==> src/rtl/fp_half_pkg.sv <==
// Shared types and constants for the half-precision significand multiplier.
// Latency: n/a (declarations only).
// Backpressure: n/a.
package fp_half_pkg;

    localparam int MANT_W_DEF = 11;                 // significand width incl. hidden bit
    localparam int STEP_LAST  = MANT_W_DEF + 2;     // terminal step count
    localparam int CNT_W      = $clog2(MANT_W_DEF + 3);

    typedef enum logic [2:0] {
        ST_IDLE  = 3'd0,
        ST_MUL   = 3'd1,
        ST_NORM  = 3'd2,
        ST_ROUND = 3'd3,
        ST_DONE  = 3'd4
    } state_t;

    // Terminal count and counter width for a non-default significand width.
    function automatic int step_last_of(input int mant_w);
        return mant_w + 2;
    endfunction

    function automatic int cnt_w_of(input int mant_w);
        return $clog2(mant_w + 3);
    endfunction

endpackage

==> src/rtl/mul_step_counter.sv <==
// Saturating step counter that paces the multiplier sequence.
// Latency: count updates one cycle after clear/increment.
// Backpressure: none; clear wins over increment, holds at LAST.
//
// Ports: clk, rst (sync, active-high), clr (restart at 0),
//        cnt (current step), at_last (cnt == LAST).
module mul_step_counter #(
    parameter int CNT_W = 4,
    parameter int LAST  = 13
) (
    input  logic             clk,
    input  logic             rst,
    input  logic             clr,
    output logic [CNT_W-1:0] cnt,
    output logic             at_last
);

    assign at_last = (cnt == CNT_W'(LAST));

    always_ff @(posedge clk) begin
        if (rst) begin
            cnt <= '0;
        end else if (clr) begin
            cnt <= '0;
        end else if (!at_last) begin
            cnt <= cnt + 1'b1;
        end
    end

endmodule

==> src/rtl/half_mant_seq_mul.sv <==
// Shift-and-add significand multiplier with normalize and optional RNE round.
// Latency: start accepted at edge k -> done high in the cycle after edge k+MANT_W+3.
// Backpressure: start only accepted while ready (IDLE/DONE); ignored while busy.
//
// Ports: clk, rst (sync, active-high); start, a_mant, b_mant (operands captured
// on accepted start); ready, busy, done (one-cycle pulse); prod (raw product),
// mant_out (normalized significand), exp_inc, inexact (registered, stable from
// DONE until the ROUND step of the next operation).
// Build option: define HALF_MUL_ROUND_EN to enable round-to-nearest-even;
// otherwise mant_out is the truncated normalized significand.
module half_mant_seq_mul
    import fp_half_pkg::*;
#(
    parameter int MANT_W = MANT_W_DEF
) (
    input  logic                  clk,
    input  logic                  rst,
    input  logic                  start,
    input  logic [MANT_W-1:0]     a_mant,
    input  logic [MANT_W-1:0]     b_mant,
    output logic                  ready,
    output logic                  busy,
    output logic                  done,
    output logic [2*MANT_W-1:0]   prod,
    output logic [MANT_W-1:0]     mant_out,
    output logic                  exp_inc,
    output logic                  inexact
);

    localparam int LAST = step_last_of(MANT_W);
    localparam int CW   = cnt_w_of(MANT_W);

    state_t          state, state_nxt;
    logic [CW-1:0]   cnt;
    logic            cnt_last;
    logic            accept;

    logic [MANT_W-1:0] mcand, mplier, acc;
    logic [MANT_W:0]   add_sum;
    logic [2*MANT_W-1:0] prod_w;

    logic [MANT_W-1:0] n_mant, nc_mant;
    logic              n_guard, n_sticky, n_exp;
    logic              nc_guard, nc_sticky, nc_exp;
    logic [MANT_W-1:0] mant_fin;
    logic              exp_fin;

    assign accept = start && ready;

    mul_step_counter #(
        .CNT_W (CW),
        .LAST  (LAST)
    ) u_step_cnt (
        .clk     (clk),
        .rst     (rst),
        .clr     (accept),
        .cnt     (cnt),
        .at_last (cnt_last)
    );

    // ---------------- FSM: state register ----------------
    always_ff @(posedge clk) begin
        if (rst) state <= ST_IDLE;
        else     state <= state_nxt;
    end

    // ---------------- FSM: next state ----------------
    // MUL runs W add/shift steps (counts 0..W-1) plus one settle cycle at
    // count W, so NORM lands at W+1 and ROUND at the saturated terminal count.
    always_comb begin
        state_nxt = state;
        unique case (state)
            ST_IDLE:  if (start) state_nxt = ST_MUL;
            ST_MUL:   if (cnt == CW'(MANT_W)) state_nxt = ST_NORM;
            ST_NORM:  state_nxt = ST_ROUND;
            ST_ROUND: if (cnt_last) state_nxt = ST_DONE;
            ST_DONE:  state_nxt = start ? ST_MUL : ST_IDLE;
            default:  state_nxt = ST_IDLE;
        endcase
    end

    // ---------------- FSM: outputs ----------------
    always_comb begin
        ready = 1'b0;
        busy  = 1'b0;
        done  = 1'b0;
        unique case (state)
            ST_IDLE:                  ready = 1'b1;
            ST_MUL, ST_NORM, ST_ROUND: busy = 1'b1;
            ST_DONE: begin
                ready = 1'b1;
                done  = 1'b1;
            end
            default: ;
        endcase
    end

    // ---------------- shift-and-add datapath ----------------
    // add_sum carries the extra bit; shifting {add_sum, mplier} right by one
    // moves the sum LSB into the vacated multiplier MSB.
    assign add_sum = {1'b0, acc} + (mplier[0] ? {1'b0, mcand} : '0);
    assign prod_w  = {acc, mplier};

    // Single-position normalization: product of two W-bit values is below
    // 2^(2W), so either the top bit or the one below it leads.
    always_comb begin
        nc_mant   = prod_w[2*MANT_W-2:MANT_W-1];
        nc_guard  = prod_w[MANT_W-2];
        nc_sticky = |prod_w[MANT_W-3:0];
        nc_exp    = 1'b0;
        if (prod_w[2*MANT_W-1]) begin
            nc_mant   = prod_w[2*MANT_W-1:MANT_W];
            nc_guard  = prod_w[MANT_W-1];
            nc_sticky = |prod_w[MANT_W-2:0];
            nc_exp    = 1'b1;
        end
    end

`ifdef HALF_MUL_ROUND_EN
    logic            rnd_inc;
    logic [MANT_W:0] rnd_sum;
    always_comb begin
        rnd_inc  = n_guard & (n_sticky | n_mant[0]);
        rnd_sum  = {1'b0, n_mant} + {{MANT_W{1'b0}}, rnd_inc};
        mant_fin = rnd_sum[MANT_W-1:0];
        exp_fin  = n_exp;
        // All-ones significand rounded up wraps to 1.000...; bump exponent.
        if (rnd_sum[MANT_W]) begin
            mant_fin = {1'b1, {(MANT_W-1){1'b0}}};
            exp_fin  = 1'b1;
        end
    end
`else
    always_comb begin
        mant_fin = n_mant;
        exp_fin  = n_exp;
    end
`endif

    always_ff @(posedge clk) begin
        if (rst) begin
            mcand    <= '0;
            mplier   <= '0;
            acc      <= '0;
            n_mant   <= '0;
            n_guard  <= 1'b0;
            n_sticky <= 1'b0;
            n_exp    <= 1'b0;
            prod     <= '0;
            mant_out <= '0;
            exp_inc  <= 1'b0;
            inexact  <= 1'b0;
        end else begin
            if (accept) begin
                mcand  <= a_mant;
                mplier <= b_mant;
                acc    <= '0;
            end else if (state == ST_MUL && cnt < CW'(MANT_W)) begin
                acc    <= add_sum[MANT_W:1];
                mplier <= {add_sum[0], mplier[MANT_W-1:1]};
            end

            if (state == ST_NORM) begin
                n_mant   <= nc_mant;
                n_guard  <= nc_guard;
                n_sticky <= nc_sticky;
                n_exp    <= nc_exp;
            end

            if (state == ST_ROUND) begin
                prod     <= prod_w;
                mant_out <= mant_fin;
                exp_inc  <= exp_fin;
                inexact  <= n_guard | n_sticky;
            end
        end
    end

endmodule

==> config.mk <==
export PLATFORM = sky130hd
export DESIGN_NAME = half_mant_seq_mul
export DESIGN_NICKNAME = d
export VERILOG_FILES = /design/src/rtl/fp_half_pkg.sv /design/src/rtl/mul_step_counter.sv /design/src/rtl/half_mant_seq_mul.sv
export SDC_FILE = /design/constraint.sdc
export NUM_CORES = 1
export LEC_CHECK = 0
export CAP_MARGIN = 20
export CORE_MARGIN = 2
export CORE_UTILIZATION = 53
export DETAILED_ROUTE_END_ITERATION = 16
export PLACE_DENSITY_LB_ADDON = 0.05
export SLEW_MARGIN = 20
export SYNTH_ARGS = -nofsm -noshare
export SYNTH_HDL_FRONTEND = slang
export SYNTH_SLANG_ARGS = --single-unit
export TNS_END_PERCENT = 20
==> constraint.sdc <==
create_clock -name clk -period 3.2 [get_ports clk]
set_input_delay 0.8 -clock clk [delete_from_list [all_inputs] [get_ports clk]]
set_output_delay 0.8 -clock clk [all_outputs]
set_load 0.01 [all_outputs]
After elaboration in Yosys (flattened, before gate mapping) --
Cells that the tools add are included.
Operators by class: add/subtract/negate cells 2, order comparisons 1, eq/ne operators 9, mux-type cells 15, bitwise gates (word level) 1, reduce and logical (&&, ||, !) cells 10
Operator list (number):
- 11-bit 2-to-1 mux | 4
- 3-bit one-hot mux with 5 select lines | 1
- 11-bit by 11-bit adder with 12-bit output | 1
- 10-bit OR reduction | 1
- 3-bit 2-to-1 mux | 3
- 9-bit OR reduction | 1
- 4-bit == test (second input constant) | 2
- 1-bit 2-to-1 mux | 7
- 3-bit by 2-bit == test with 1-bit output (second input constant) | 2
- 2-bit != test (second input constant) | 3
- 4-bit by 1-bit adder with 4-bit output (second input constant) | 1
- 4-bit < comparator (second input constant) | 1
- 2-bit OR reduction | 2
- 3-bit by 1-bit == test with 1-bit output (second input constant) | 1
- 3-bit == test (second input constant) | 1
- 3-bit logical NOT | 1
- 3-bit AND reduction | 1
- 3-bit OR reduction | 1
- 1-bit logical AND | 2
- 2-bit nonzero test | 1
- 1-bit bitwise OR | 1
Word-level totals: bits in registers 89, output and inout bits 38

Longest topological paths before layout --
depth after elaboration 5, depth in mapped cells 9

Hierarchy --
A second synthesis with hierarchy kept.
Unflattened totals: cell total of the unflattened synthesis 486, area, all modules 4125.2 um2
By module, submodules not included:
- half_mant_seq_mul | instances 1, cells an instance 463, area each 3887.5 um2
- mul_step_counter | instances 1, cells an instance 23, area each 237.7 um2

Least setup slack after synthesis --
No wires, ideal clock.
path kind register to register, start register mplier[0], end register acc[9], setup time 0.086 ns, arrival time 2.168 ns, data required time 3.114 ns, setup slack 0.947 ns, cell stages (with the launch flop) 10, buffers on the path 1, clock period less this slack 2.253 ns, cell sequence dfxtp_1 -> clkbuf_1 -> and2_1 -> ha_1 -> fa_1 -> a211oi_1 -> o211ai_1 -> a41oi_1 -> xor2_1 -> a211oi_1
Between the ends: word-level cells in the longest chain between the ends 2
RTL lines:
- from (decl) | RTL line half_mant_seq_mul.sv:38 | logic [MANT_W-1:0] mcand, mplier, acc;
- from (signal assigned) | RTL line half_mant_seq_mul.sv:156 | mplier <= b_mant;
- from (signal assigned) | RTL line half_mant_seq_mul.sv:160 | mplier <= {add_sum[0], mplier[MANT_W-1:1]};
- 11-bit 2-to-1 mux | RTL line half_mant_seq_mul.sv:101 | assign add_sum = {1'b0, acc} + (mplier[0] ? {1'b0, mcand} : '0);
- 11-bit by 11-bit adder with 12-bit output | RTL line half_mant_seq_mul.sv:101
- to (signal assigned) | RTL line half_mant_seq_mul.sv:159 | acc <= add_sum[MANT_W:1];
- to (decl) | RTL line half_mant_seq_mul.sv:38
Every way passes these cells. A chain may end at the register's enable or synchronous reset.

Worst setup path in the final report --
start register state[1], end output port busy
Between the ends: word-level cells in the longest chain between the ends 3, elaborated cells on any way between the ends 5, those cells by class eq/ne (3); mux (1); reduce/logical (1)
RTL lines:
- from (decl) | RTL line half_mant_seq_mul.sv:33 | state_t state, state_nxt;
- from (signal assigned) | RTL line half_mant_seq_mul.sv:64 | else state <= state_nxt;
- 3-bit by 1-bit == test with 1-bit output / 3-bit by 2-bit == test with 1-bit output (equally long branches) | RTL line half_mant_seq_mul.sv:87 | unique case (state)
- 3-bit OR reduction (*) | RTL line half_mant_seq_mul.sv:87
- 1-bit 2-to-1 mux (*) | RTL line half_mant_seq_mul.sv:87
- to (decl) | RTL line half_mant_seq_mul.sv:22 | output logic busy,
Mark *: on every way between the ends. The rest lies on a longest branch, timed or not.

==> flow_metrics.tcl <==
set metrics [dict create \
    status "complete, no violations" \
    dieWidth_um 90.0 \
    period_share_pct 78.4 \
    antenna_left 0 \
    clock_latency_ps 360 \
    clock-skew-final_ps 11.1 \
    critical_path_class "flip-flop to primary output" \
    finalHoldViolations 0 \
    n_antenna_cell 0 \
    p_total_w 0.00204 \
    finalMaxSlewViolations 0 \
    tns_ps 0 \
    drc 0 \
    clockBufferDepth 2 \
    grt_pass1_vias 3020 \
    dieArea_um2 8110 \
    netlist_instances 483 \
    power.leakage_nw 1.68 \
    cp.depth 3 \
    cp-endpoint "busy" \
    busiest_layer "met2" \
    crit_start "state[1]" \
    grt_pass1_wl_um 14700 \
    crit_family "buffers and inverters" \
    worst-path-buf-inv 1 \
    path_clk_slew_ps 90 \
    start_util_pct 54.4 \
    gr-usage-met3_pct 2.93 \
    synth_nets 522 \
    gp_congestion 0.928 \
    setup.worst_path.start_class "flip-flop" \
    p_per_area_nw_per_um2 428 \
    max-slew-margin-rel_pct 46.9 \
    ys_types 43 \
    h-tree-depth 3 \
    synthTopCellsByArea "dfxtp_1 45%, nand2_1 12%, a21oi_1 7.4%, nor2_1 4.2%, ha_1 4.1%" \
    setup_viol 0 \
    fin_crit_ps 2510 \
    synth-seq-cells 89 \
    design.core.area_um2 7210 \
    ir_drop_mv 0.228 \
    first_iter_violations 198 \
    postCtsResizedCells 0 \
    gr-usage-met1_pct 30.7 \
    drv_cap 0 \
    worstPathArrival_ps 1710 \
    die_h_um 90.0 \
    grt_use_met2_pct 35.3 \
    path_cells "nor2_1 -> nor2_1 -> clkdlybuf4s50_1" \
    yosys_warnings 0 \
    max_stage_delay_ps 560 \
    ctsHoldBuffers 0 \
    layout_common_cells "129 x nand2_1, 89 x dfxtp_1, 61 x clkdlybuf4s50_1" \
    synth_area_um2 3920 \
    antenna_found_initial 0 \
    routedWlPerCell_um 14.1 \
    clock-sinks 89 \
    area_growth_pct 21.4 \
    rr_startpoint "mplier[0]" \
    worstReg2RegEnd "acc[5]" \
    syn_area_per_cell_um2 8.12 \
    crit_path_frequent_cell "nor2_1" \
    gr-total-overflow 0 \
    grt_max_degree 75 \
    routed_wl_um 8970 \
    synth_top_area_share_pct 45.4 \
    timing.fmax_mhz 399 \
    layout_commonest_cell "nand2_1" \
    cts_setup_buffers 0 \
    final_nets 571 \
    tightest_slew_ps 794 \
    end_kind "primary output" \
    cts_tree "done" \
    crit_slowest_cell "clkdlybuf4s50_1" \
    grt.total_usage_pct 22.3 \
    critPathMaxFanout 10 \
    drt_pre_antenna_iters 4 \
    seq_area_frac_synth_pct 45.4 \
    cts_made_buffers 9 \
    cts_root_buf "clkbuf_8" \
    std_cell_rows 31 \
    r2r_slack_ps 780 \
    crit_required_ps 2400 \
    final_util_pct 66.0 \
    via_per_inst 5.44 \
    synth_top_area_cell "dfxtp_1" \
    vias 3458 \
    hold_class "flip-flop to flip-flop" \
    reg2regPathDepth 8 \
    rsz0062_at_grt "false" \
    drive_above_1_share_pct 5.59 \
    hpwl_um 6210 \
    port_buffers 62 \
    boundaryPins 63 \
]
power breakdown:
group          switching, W  internal, W
Sequential        0.0000327      0.00113
Combinational     0.0000918    0.0000708
Clock              0.000420     0.000290
Total              0.000544      0.00150
layer usage:
metal  part of all wire (%)  up-vias
met3                    4.6       18
met5                      0        -
li1                       -     1763
met1                     47     1575
met2                     46      102
met4                    2.4        0
worst reg2reg max path: stages, from the launching register on:
cell       delay [ps]
dfxtp_1           440
and2_1            220
ha_1              200
fa_1              420
a211oi_1          300
nor2_1            110
o21ai_0           210
a2111oi_0         140
a211o_1           290
flip-flops by register name (all words and copies together), names as in the netlist:
name / count
n_sticky: 1
acc: 11
n_guard: 1
u_step_cnt.cnt: 4
exp_fin: 1
inexact: 1
mant_fin: 11
prod: 22
exp_inc: 1
mant_out: 11
mcand: 11
state: 3
mplier: 11
worst min path at each step:
| stage | start | end | depth (start not counted) | slack (ps) |
|---|---|---|---|---|
| after detailed placement | mant_fin[1] | mant_out[1] | 2 | 450 |
| after global routing | mant_out[4] | mant_out[4] | 2 | 470 |
| after global placement | mant_out[0] | mant_out[0] | 2 | 440 |
| after CTS | mant_fin[1] | mant_out[1] | 2 | 450 |
| after floorplan | exp_fin | exp_inc | 2 | 430 |
| final | mcand[1] | mcand[1] | 2 | 450 |
stage by stage:
| stage | area [um2] | hold WS [ps] | worst slack [ps] | instances |
|---|---|---|---|---|
| 2_1_floorplan | 3920 | 431 | 947 | 483 |
| 3_3_place_gp | 4580 | 442 | 753 | 620 |
| 3_5_place_dp | 4580 | 446 | 714 | 620 |
| 4_1_cts | 4760 | 455 | 689 | 636 |
| 5_1_grt | 4760 | 473 | 541 | 636 |
| 6_report | 4760 | 455 | 691 | 636 |
synthesized netlist by cell type:
| master | instances |
|---|---|
| xnor2_1 | 4 |
| fa_1 | 1 |
| inv_1 | 2 |
| or4_1 | 1 |
| a2111oi_0 | 4 |
| a31oi_1 | 3 |
| and3b_1 | 1 |
| and4_1 | 1 |
| o211ai_1 | 1 |
| mux2i_1 | 12 |
| nand2_1 | 129 |
| nand3_1 | 5 |
| o21ai_1 | 1 |
| a311oi_1 | 12 |
| nand3b_1 | 2 |
| ha_1 | 13 |
| a21o_1 | 5 |
| or3b_1 | 1 |
| a22o_1 | 1 |
| o21ai_0 | 7 |
| nor2_1 | 44 |
| buf_2 | 10 |
| nand2b_4 | 1 |
| nand4_1 | 2 |
| nor3b_2 | 1 |
| a211oi_1 | 19 |
| and3_1 | 2 |
| xor2_1 | 1 |
| buf_6 | 1 |
| nor2_2 | 1 |
| nor3_1 | 6 |
| a211o_1 | 2 |
| and4_4 | 1 |
| buf_1 | 1 |
| nand4b_1 | 1 |
| o31a_1 | 1 |
| nor3b_1 | 1 |
| a41oi_1 | 1 |
| clkbuf_1 | 20 |
| and2_1 | 13 |
| a21oi_1 | 58 |
| buf_4 | 1 |
| dfxtp_1 | 89 |
cell type report:
type,instances,area [um2]
fillers,655,2450
multi-input cells,359,1990
flip-flops and latches,89,1780
repair buffers,71,683
clock buffers,9,124
well taps,99,124
clock inverters,7,55.1
inverters,2,7.51
kinds of logic (layout without fill, tap and decap cells):
logic type | Yosys count | in the layout | synth area share (%)
flops | 89 | 89 | 45.4
buf+inv | 35 | 89 | 3.95
xor+xnor | 5 | 5 | 1.12
fa+ha+maj | 14 | 14 | 4.66
mux | 12 | 12 | 3.06
compound gates | 115 | 115 | 18.4
simple gates | 213 | 213 | 23.4
(Power assumes the default switching activity.)
